--- config.mk ---
export PLATFORM = sky130hd
export DESIGN_NAME = apb4_master
export DESIGN_NICKNAME = d
export VERILOG_FILES = /design/src/rtl/apb4_master.sv
export SDC_FILE = /design/constraint.sdc
export NUM_CORES = 1
export LEC_CHECK = 0
export ABC_AREA = 1
export CORE_MARGIN = 2
export CORE_UTILIZATION = 42
export DETAILED_ROUTE_END_ITERATION = 10
export MAX_ROUTING_LAYER = met4
export PLACE_DENSITY = 0.89
export REMOVE_ABC_BUFFERS = 1
export SETUP_SLACK_MARGIN = 0.1
export SYNTH_ARGS = -nofsm -noshare
export SYNTH_HDL_FRONTEND = slang
export SYNTH_SLANG_ARGS = --single-unit
--- constraint.sdc ---
create_clock -name clk -period 2.72 [get_ports clk]
set_clock_uncertainty 0.15 [all_clocks]
set_input_delay 0.544 -clock clk [delete_from_list [all_inputs] [get_ports clk]]
set_output_delay 0.544 -clock clk [all_outputs]
set_load 0.005 [all_outputs]
--- src/rtl/apb4_master.sv ---
// APB4 initiator bridge: one command in, one SETUP/ACCESS transfer out, one response back.
// A watchdog aborts ACCESS after TIMEOUT wait cycles so a stuck completer cannot hang the requester.
module apb4_master #(
    parameter int unsigned ADDR_WIDTH = 32,
    parameter int unsigned DATA_WIDTH = 32,
    parameter int unsigned TIMEOUT    = 16
) (
    input  logic                    clk,
    input  logic                    rst,
    input  logic                    cmd_valid,
    output logic                    cmd_ready,
    input  logic                    cmd_write,
    input  logic [ADDR_WIDTH-1:0]   cmd_addr,
    input  logic [DATA_WIDTH-1:0]   cmd_wdata,
    input  logic [DATA_WIDTH/8-1:0] cmd_strb,
    input  logic [2:0]              cmd_prot,
    output logic                    rsp_valid,
    input  logic                    rsp_ready,
    output logic [DATA_WIDTH-1:0]   rsp_rdata,
    output logic                    rsp_err,
    output logic                    rsp_timeout,
    output logic [ADDR_WIDTH-1:0]   paddr,
    output logic                    pwrite,
    output logic [DATA_WIDTH-1:0]   pwdata,
    output logic [DATA_WIDTH/8-1:0] pstrb,
    output logic [2:0]              pprot,
    output logic                    psel,
    output logic                    penable,
    input  logic [DATA_WIDTH-1:0]   prdata,
    input  logic                    pready,
    input  logic                    pslverr
);
    localparam int unsigned STRB_W = DATA_WIDTH / 8;
    localparam int unsigned CNT_W  = (TIMEOUT > 0) ? $clog2(TIMEOUT + 1) : 1;

    typedef enum logic [1:0] {
        S_IDLE   = 2'd0,
        S_SETUP  = 2'd1,
        S_ACCESS = 2'd2,
        S_RESP   = 2'd3
    } state_t;

    state_t           r_state;
    state_t           w_next;
    logic [CNT_W-1:0] r_wait_cnt;
    logic             w_cmd_fire;
    logic             w_timeout;

    // Ready is held low during reset so nothing is accepted before the state register settles.
    assign cmd_ready  = (r_state == S_IDLE) && !rst;
    assign w_cmd_fire = cmd_valid && cmd_ready;
    // Fires on the edge that ends the TIMEOUT-th ACCESS cycle with pready still low.
    assign w_timeout  = (TIMEOUT != 0) && !pready
                        && ((32'(r_wait_cnt) + 32'd1) >= TIMEOUT);

    always_ff @(posedge clk) begin
        if (rst) begin
            r_state <= S_IDLE;
        end else begin
            r_state <= w_next;
        end
    end

    always_comb begin
        w_next = r_state;
        case (r_state)
            S_IDLE:   if (w_cmd_fire) w_next = S_SETUP;
            S_SETUP:  w_next = S_ACCESS;
            S_ACCESS: if (pready || w_timeout) w_next = S_RESP;
            S_RESP:   if (rsp_ready) w_next = S_IDLE;
            default:  w_next = S_IDLE;
        endcase
    end

    // Saturating wait-state counter, cleared when a new command is taken.
    always_ff @(posedge clk) begin
        if (rst) begin
            r_wait_cnt <= '0;
        end else if (w_cmd_fire) begin
            r_wait_cnt <= '0;
        end else if ((r_state == S_ACCESS) && !pready && (32'(r_wait_cnt) < TIMEOUT)) begin
            r_wait_cnt <= r_wait_cnt + CNT_W'(1);
        end
    end

    // APB request registers; payload only changes on a command handshake.
    always_ff @(posedge clk) begin
        if (rst) begin
            psel    <= 1'b0;
            penable <= 1'b0;
            paddr   <= '0;
            pwrite  <= 1'b0;
            pwdata  <= '0;
            pstrb   <= '0;
            pprot   <= '0;
        end else begin
            psel    <= (w_next == S_SETUP) || (w_next == S_ACCESS);
            penable <= (w_next == S_ACCESS);
            if (w_cmd_fire) begin
                paddr  <= cmd_addr;
                pwrite <= cmd_write;
                pwdata <= cmd_wdata;
                pstrb  <= cmd_write ? cmd_strb : STRB_W'(0);
                pprot  <= cmd_prot;
            end
        end
    end

    // Response registers; completer data is sampled only when ACCESS meets pready.
    always_ff @(posedge clk) begin
        if (rst) begin
            rsp_valid   <= 1'b0;
            rsp_rdata   <= '0;
            rsp_err     <= 1'b0;
            rsp_timeout <= 1'b0;
        end else begin
            rsp_valid <= (w_next == S_RESP);
            if (r_state == S_ACCESS) begin
                if (pready) begin
                    rsp_rdata   <= pwrite ? DATA_WIDTH'(0) : prdata;
                    rsp_err     <= pslverr;
                    rsp_timeout <= 1'b0;
                end else if (w_timeout) begin
                    rsp_rdata   <= '0;
                    rsp_err     <= 1'b1;
                    rsp_timeout <= 1'b1;
                end
            end
        end
    end

endmodule

### Word-level counts from Yosys, hierarchy flattened

Index checks and enable logic that the tools add are counted.

| storage, ports and cells | value |
|---|---|
| input port bits | 110 |
| bits in registers | 116 |
| output and inout port bits | 110 |
| word-level logic and storage cells | 47 |

| operators by class | value |
|---|---|
| add/subtract/negate cells | 2 |
| eq/ne operators | 6 |
| multiplexer cells | 11 |
| magnitude comparators | 2 |
| reduce and logical (&&, ||, !) cells | 13 |

Operators with widths:

| operator | number |
|---|---|
| two-way mux 32 bit | 3 |
| equality test 2 bit, second input constant | 4 |
| case mux 2 bit (4 select lines) | 1 |
| adder 5 x 1 -> 6 bit, second input constant | 1 |
| >= comparator 6 x 5 -> 1 bit, second input constant | 1 |
| two-way mux 2 bit | 3 |
| adder 5 x 1 -> 5 bit, second input constant | 1 |
| logical AND 1 bit | 5 |
| < comparator 5 bit, second input constant | 1 |
| equality test 2 x 1 -> 1 bit, second input constant | 2 |
| two-way mux 4 bit | 1 |
| two-way mux 1 bit | 3 |
| logical NOT 1 bit | 2 |
| logical NOT 2 bit | 1 |
| logical OR 1 bit | 2 |
| AND reduction 2 bit | 1 |
| nonzero test 2 bit | 1 |
| OR reduction 2 bit | 1 |

### Logic depth before layout (Yosys ltp)

| logic depth | value |
|---|---|
| depth in word-level cells | 8 |
| mapped depth | 10 |
| depth with buffers taken out | 10 |

### Least setup slack after synthesis

No wires, ideal clock.

| timing path | value |
|---|---|
| kind | in2reg |
| start point | input port cmd_valid |
| end point | register psel |
| stages | 8 |
| path slack | 1.038 ns |
| data arrival time | 1.405 ns |
| path buffers | 1 |
| data required time | 2.442 ns |
| setup time | 0.128 ns |
| cells stage by stage | inv_1 nor3_4 buf_6 inv_1 nand2_1 a21oi_1 ha_1 nor2_1 |

| between the ends | value |
|---|---|
| cells in the longest elaborated chain, start to end | 5 |
| elaborated cells between the ends (all ways) | 6 |
| classes of those cells | eq/ne: 2; mux: 2; reduce/logical: 2 |

RTL lines:

| element | RTL line | source |
|---|---|---|
| start: declaration | 10 | `input logic cmd_valid,` |
| logical AND 1 bit * | 51 | `assign w_cmd_fire = cmd_valid && cmd_ready;` |
| two-way mux 2 bit * | 67 | `S_IDLE: if (w_cmd_fire) w_next = S_SETUP;` |
| case mux 2 bit (4 select lines) * | 66 | `case (r_state)` |
| equality test 2 x 1 -> 1 bit / equality test 2 bit (equally long branches) | 97 | `psel <= (w_next == S_SETUP) \|\| (w_next == S_ACCESS);` |
| logical OR 1 bit * | 97 |  |
| end signal: assignment | 97 |  |
| end: declaration | 27 | `output logic psel,` |

Mark *: on every way between the ends. The rest lies on a longest branch, timed or not.
A chain may end at the register's enable or synchronous reset.

### Worst setup path in the final report

| timing path | value |
|---|---|
| start point | input port rst |
| end point | output port cmd_ready |

| between the ends | value |
|---|---|
| cells in the longest elaborated chain, start to end | 2 |

RTL lines:

| element | RTL line | source |
|---|---|---|
| start: declaration | 9 | `input logic rst,` |
| logical NOT 1 bit | 50 | `assign cmd_ready = (r_state == S_IDLE) && !rst;` |
| logical AND 1 bit | 50 |  |
| end: declaration | 11 | `output logic cmd_ready,` |

Every way passes these cells.

==> metrics.yaml <==
route:
  vias: 4343
  drc: 0
  antenna_violating_nets_remaining: 0
  met1_length_um: 5140
  drt_iter0_drc: 174
  drt-vias-per-instance: 4.91
  routed_wire_length_per_instance_um: 14.4
  wl_met3_um: 1070
  totalWireLength_um: 12700
  detail_route.first_pass.iterations: 5
  top_layer: "met4"
  detailroute.wirelength.met2_um: 6160
global_routing:
  grt_max_degree: 73
  grt_first_pass_wirelength_um: 20400
  grt.total_usage_pct: 24.2
  via_count_of_the_first_global_routing_pass: 4264
  globalRouteOverflowTotal: 0
  initial_antenna_violation_count: 0
power_and_ir_drop:
  comb_power_share_pct: 13.9
  part_of_the_total_power_dissipated_in_sequential_elements_pct: 41.5
  finalPower_uw: 4510
  power.clock.fraction_pct: 44.7
  netSwitchingPower_uw: 1020
  power_per_cell_area_nw_per_um2: 650
  maximum_vdd_drop_mv: 0.455
  switching_fraction_pct: 22.6
  power.internal_uw: 3490
  static-leakage-power_uw: 0.00290
final_layout:
  nets: 853
  layout.cells.most_common_list: "sky130_fd_sc_hd__nand2_1, sky130_fd_sc_hd__clkdlybuf4s50_1, sky130_fd_sc_hd__dfxtp_1, sky130_fd_sc_hd__a21oi_1, sky130_fd_sc_hd__nand4_1"
  final_common_cell: "sky130_fd_sc_hd__nand2_1"
  final_layout_size_suffix_gt1_share_pct: 5.59
  nFillCells: 709
  final_cells: 884
  layout-area-overhead-vs-synth_pct: 64.6
  area.sequential_sq_um: 2320
  multiInputGateArea_sq_um: 1590
  diode_insertion_count_for_antenna_repair: 0
floorplanning:
  die_outline_area_sq_um: 10900
  number_of_i_o_pins: 220
  chipHeight_um: 104
  core_area_sq_um: 9770
  die_width_um: 104
  initial_utilization_pct: 43.1
  fp-row-count: 36
yosys:
  post_synth_num_cell_types: 23
  synthesized_instance_count: 529
  ys_seq_area_share_pct: 55.1
  yosys_register_bits: 116
  synth_ff_type: "sky130_fd_sc_hd__dfxtp_1"
  syn_area_sq_um: 4220
  synthArstFlopShare_pct: 0
  syn_area_per_cell_sq_um: 7.97
  synthesis.yosys.warnings: 0
  synth_edf_count: 0
placed_design:
  placed_cells_incl_taps: 855
  routabilityCongestion: 0.831
  dp_slack_ps: 104
  io_buffers: 219
  dpl.hpwl_um: 9160
worst_setup_path:
  setup.reg_to_reg.worst_slack_ps: 900
  criticalPathCategory: "in -> out"
  critPathLaunchType: "input port"
  cp_max_fo: 7
  setup.worst_path.end_class: "primary output"
  cp.required_ps: 2030
  critPathArrivalTime_ps: 1820
clock_network:
  worstSkewPairLatency_ps: 500
  cts-root-buf: "sky130_fd_sc_hd__clkbuf_8"
  clk_pin_slew_worst_paths_ps: 50
  tritoncts: "yes"
  post_cts_resized: 0
  cts-hold-fix-buffers: 0
  post_cts.repair.setup_buffers: 0
  cts_htree_levels: 4
  cts-root-to-sink-buffers: 2
  cts_inserted_buffers: 17
  cts.sink_count: 116
sta:
  final-setup-viol-count: 0
  transition_at_the_pin_with_the_smallest_max_transition_slack_ps: 1000
  postLayoutSetupSlackWorst_ps: 205
  final-hold-violation-count: 0
  slew_headroom_pct: 33.0
  post-route-period-util_pct: 92.5
  max_slew_violations: 0
  max_clock_freq_mhz: 398
  period_minus_slack_ps: 2510
  rsz0062_at_grt: "false"
hold_path:
  holdCritPathClass: "reg -> reg"
flow_run:
  maxCapViolations: 0
run_status:
  outcome: "finished clean"
[final cells by class]
type	count	area share, %
clock buffers	24	7.07
flip-flops and latches	116	33.5
multi-input cells	365	22.8
inverters	15	0.811
clock inverters	5	0.721
well taps	133	2.40
repair buffers	226	32.7
[cells by family after synthesis]
kind of cell	synth area share, %
and+or+nand+nor	31.6
AOI/OAI and AO/OA	4.99
adders and majority gates	0.594
DFF	55.1
buffers and inverters	7.30
xor gates and xnor gates	0.416
[worst max-delay path, cell delays in order]
cell	delay [ps]
sky130_fd_sc_hd__clkdlybuf4s50_1	580
sky130_fd_sc_hd__nor2_1	170
sky130_fd_sc_hd__clkdlybuf4s50_1	530
[cells in the mapped netlist, types with 2 or more instances]
library cell               count  share of area, %
sky130_fd_sc_hd__a21oi_1      39               4.6
sky130_fd_sc_hd__buf_2        10               1.2
sky130_fd_sc_hd__buf_4         3              0.53
sky130_fd_sc_hd__buf_6         4               1.1
sky130_fd_sc_hd__clkbuf_1      8              0.71
sky130_fd_sc_hd__clkbuf_8      7               2.3
sky130_fd_sc_hd__dfxtp_1     116                55
sky130_fd_sc_hd__ha_1          2              0.59
sky130_fd_sc_hd__inv_1        13               1.2
sky130_fd_sc_hd__inv_2         2              0.18
sky130_fd_sc_hd__nand2_1     256                23
sky130_fd_sc_hd__nand2_4       2              0.53
sky130_fd_sc_hd__nand3_1      11               1.3
sky130_fd_sc_hd__nand4_1      30               4.5
sky130_fd_sc_hd__nor2_1       15               1.3
sky130_fd_sc_hd__o21ai_0       3              0.36
sky130_fd_sc_hd__xor2_1        2              0.42
[path summary, 6_finish.rpt]
kind         cells after the start         end  startpoint
min reg2reg                      2    paddr[4]    paddr[4]
max reg2reg                      6  pwdata[23]  r_state[1]
min                              2    paddr[4]    paddr[4]
max                              3   cmd_ready         rst
[layer usage]
metal,up-vias,GRT usage [%]
met2,219,40.7
met3,29,7.58
met1,1996,26.3
li1,2099,-
met4,0,10.4
met5,-,-
[power by group through the flow]
| stage | Combinational [uW] | Clock (uW) | Sequential, uW |
|---|---|---|---|
| after CTS | 630 | 2050 | 1870 |
| final | 626 | 2020 | 1870 |
| after floorplan | 161 | 0 | 1910 |
| after detailed placement | 625 | 0 | 1900 |
| after global routing | 675 | 2130 | 1880 |
| after global placement | 610 | 0 | 1900 |
[flip-flops by register name (all words and copies together), names as in the netlist]
register	count
rsp_rdata	32
paddr	32
psel	1
rsp_err	1
r_wait_cnt	5
r_state	2
pwdata	32
pstrb	4
pprot	3
penable	1
rsp_valid	1
rsp_timeout	1
pwrite	1
[stage by stage]
step	cell area (sq um)	util, %	hold WS [ps]	TNS [ps]
2_1_floorplan	3960	-	292	-16230
3_3_place_gp	6400	65.5	277	0
3_5_place_dp	6400	65.5	284	0
4_1_cts	6940	71.0	297	0
5_1_grt	6940	71.0	309	0
6_report	6940	71.0	293	0
Power figures use the tool's default switching activity.
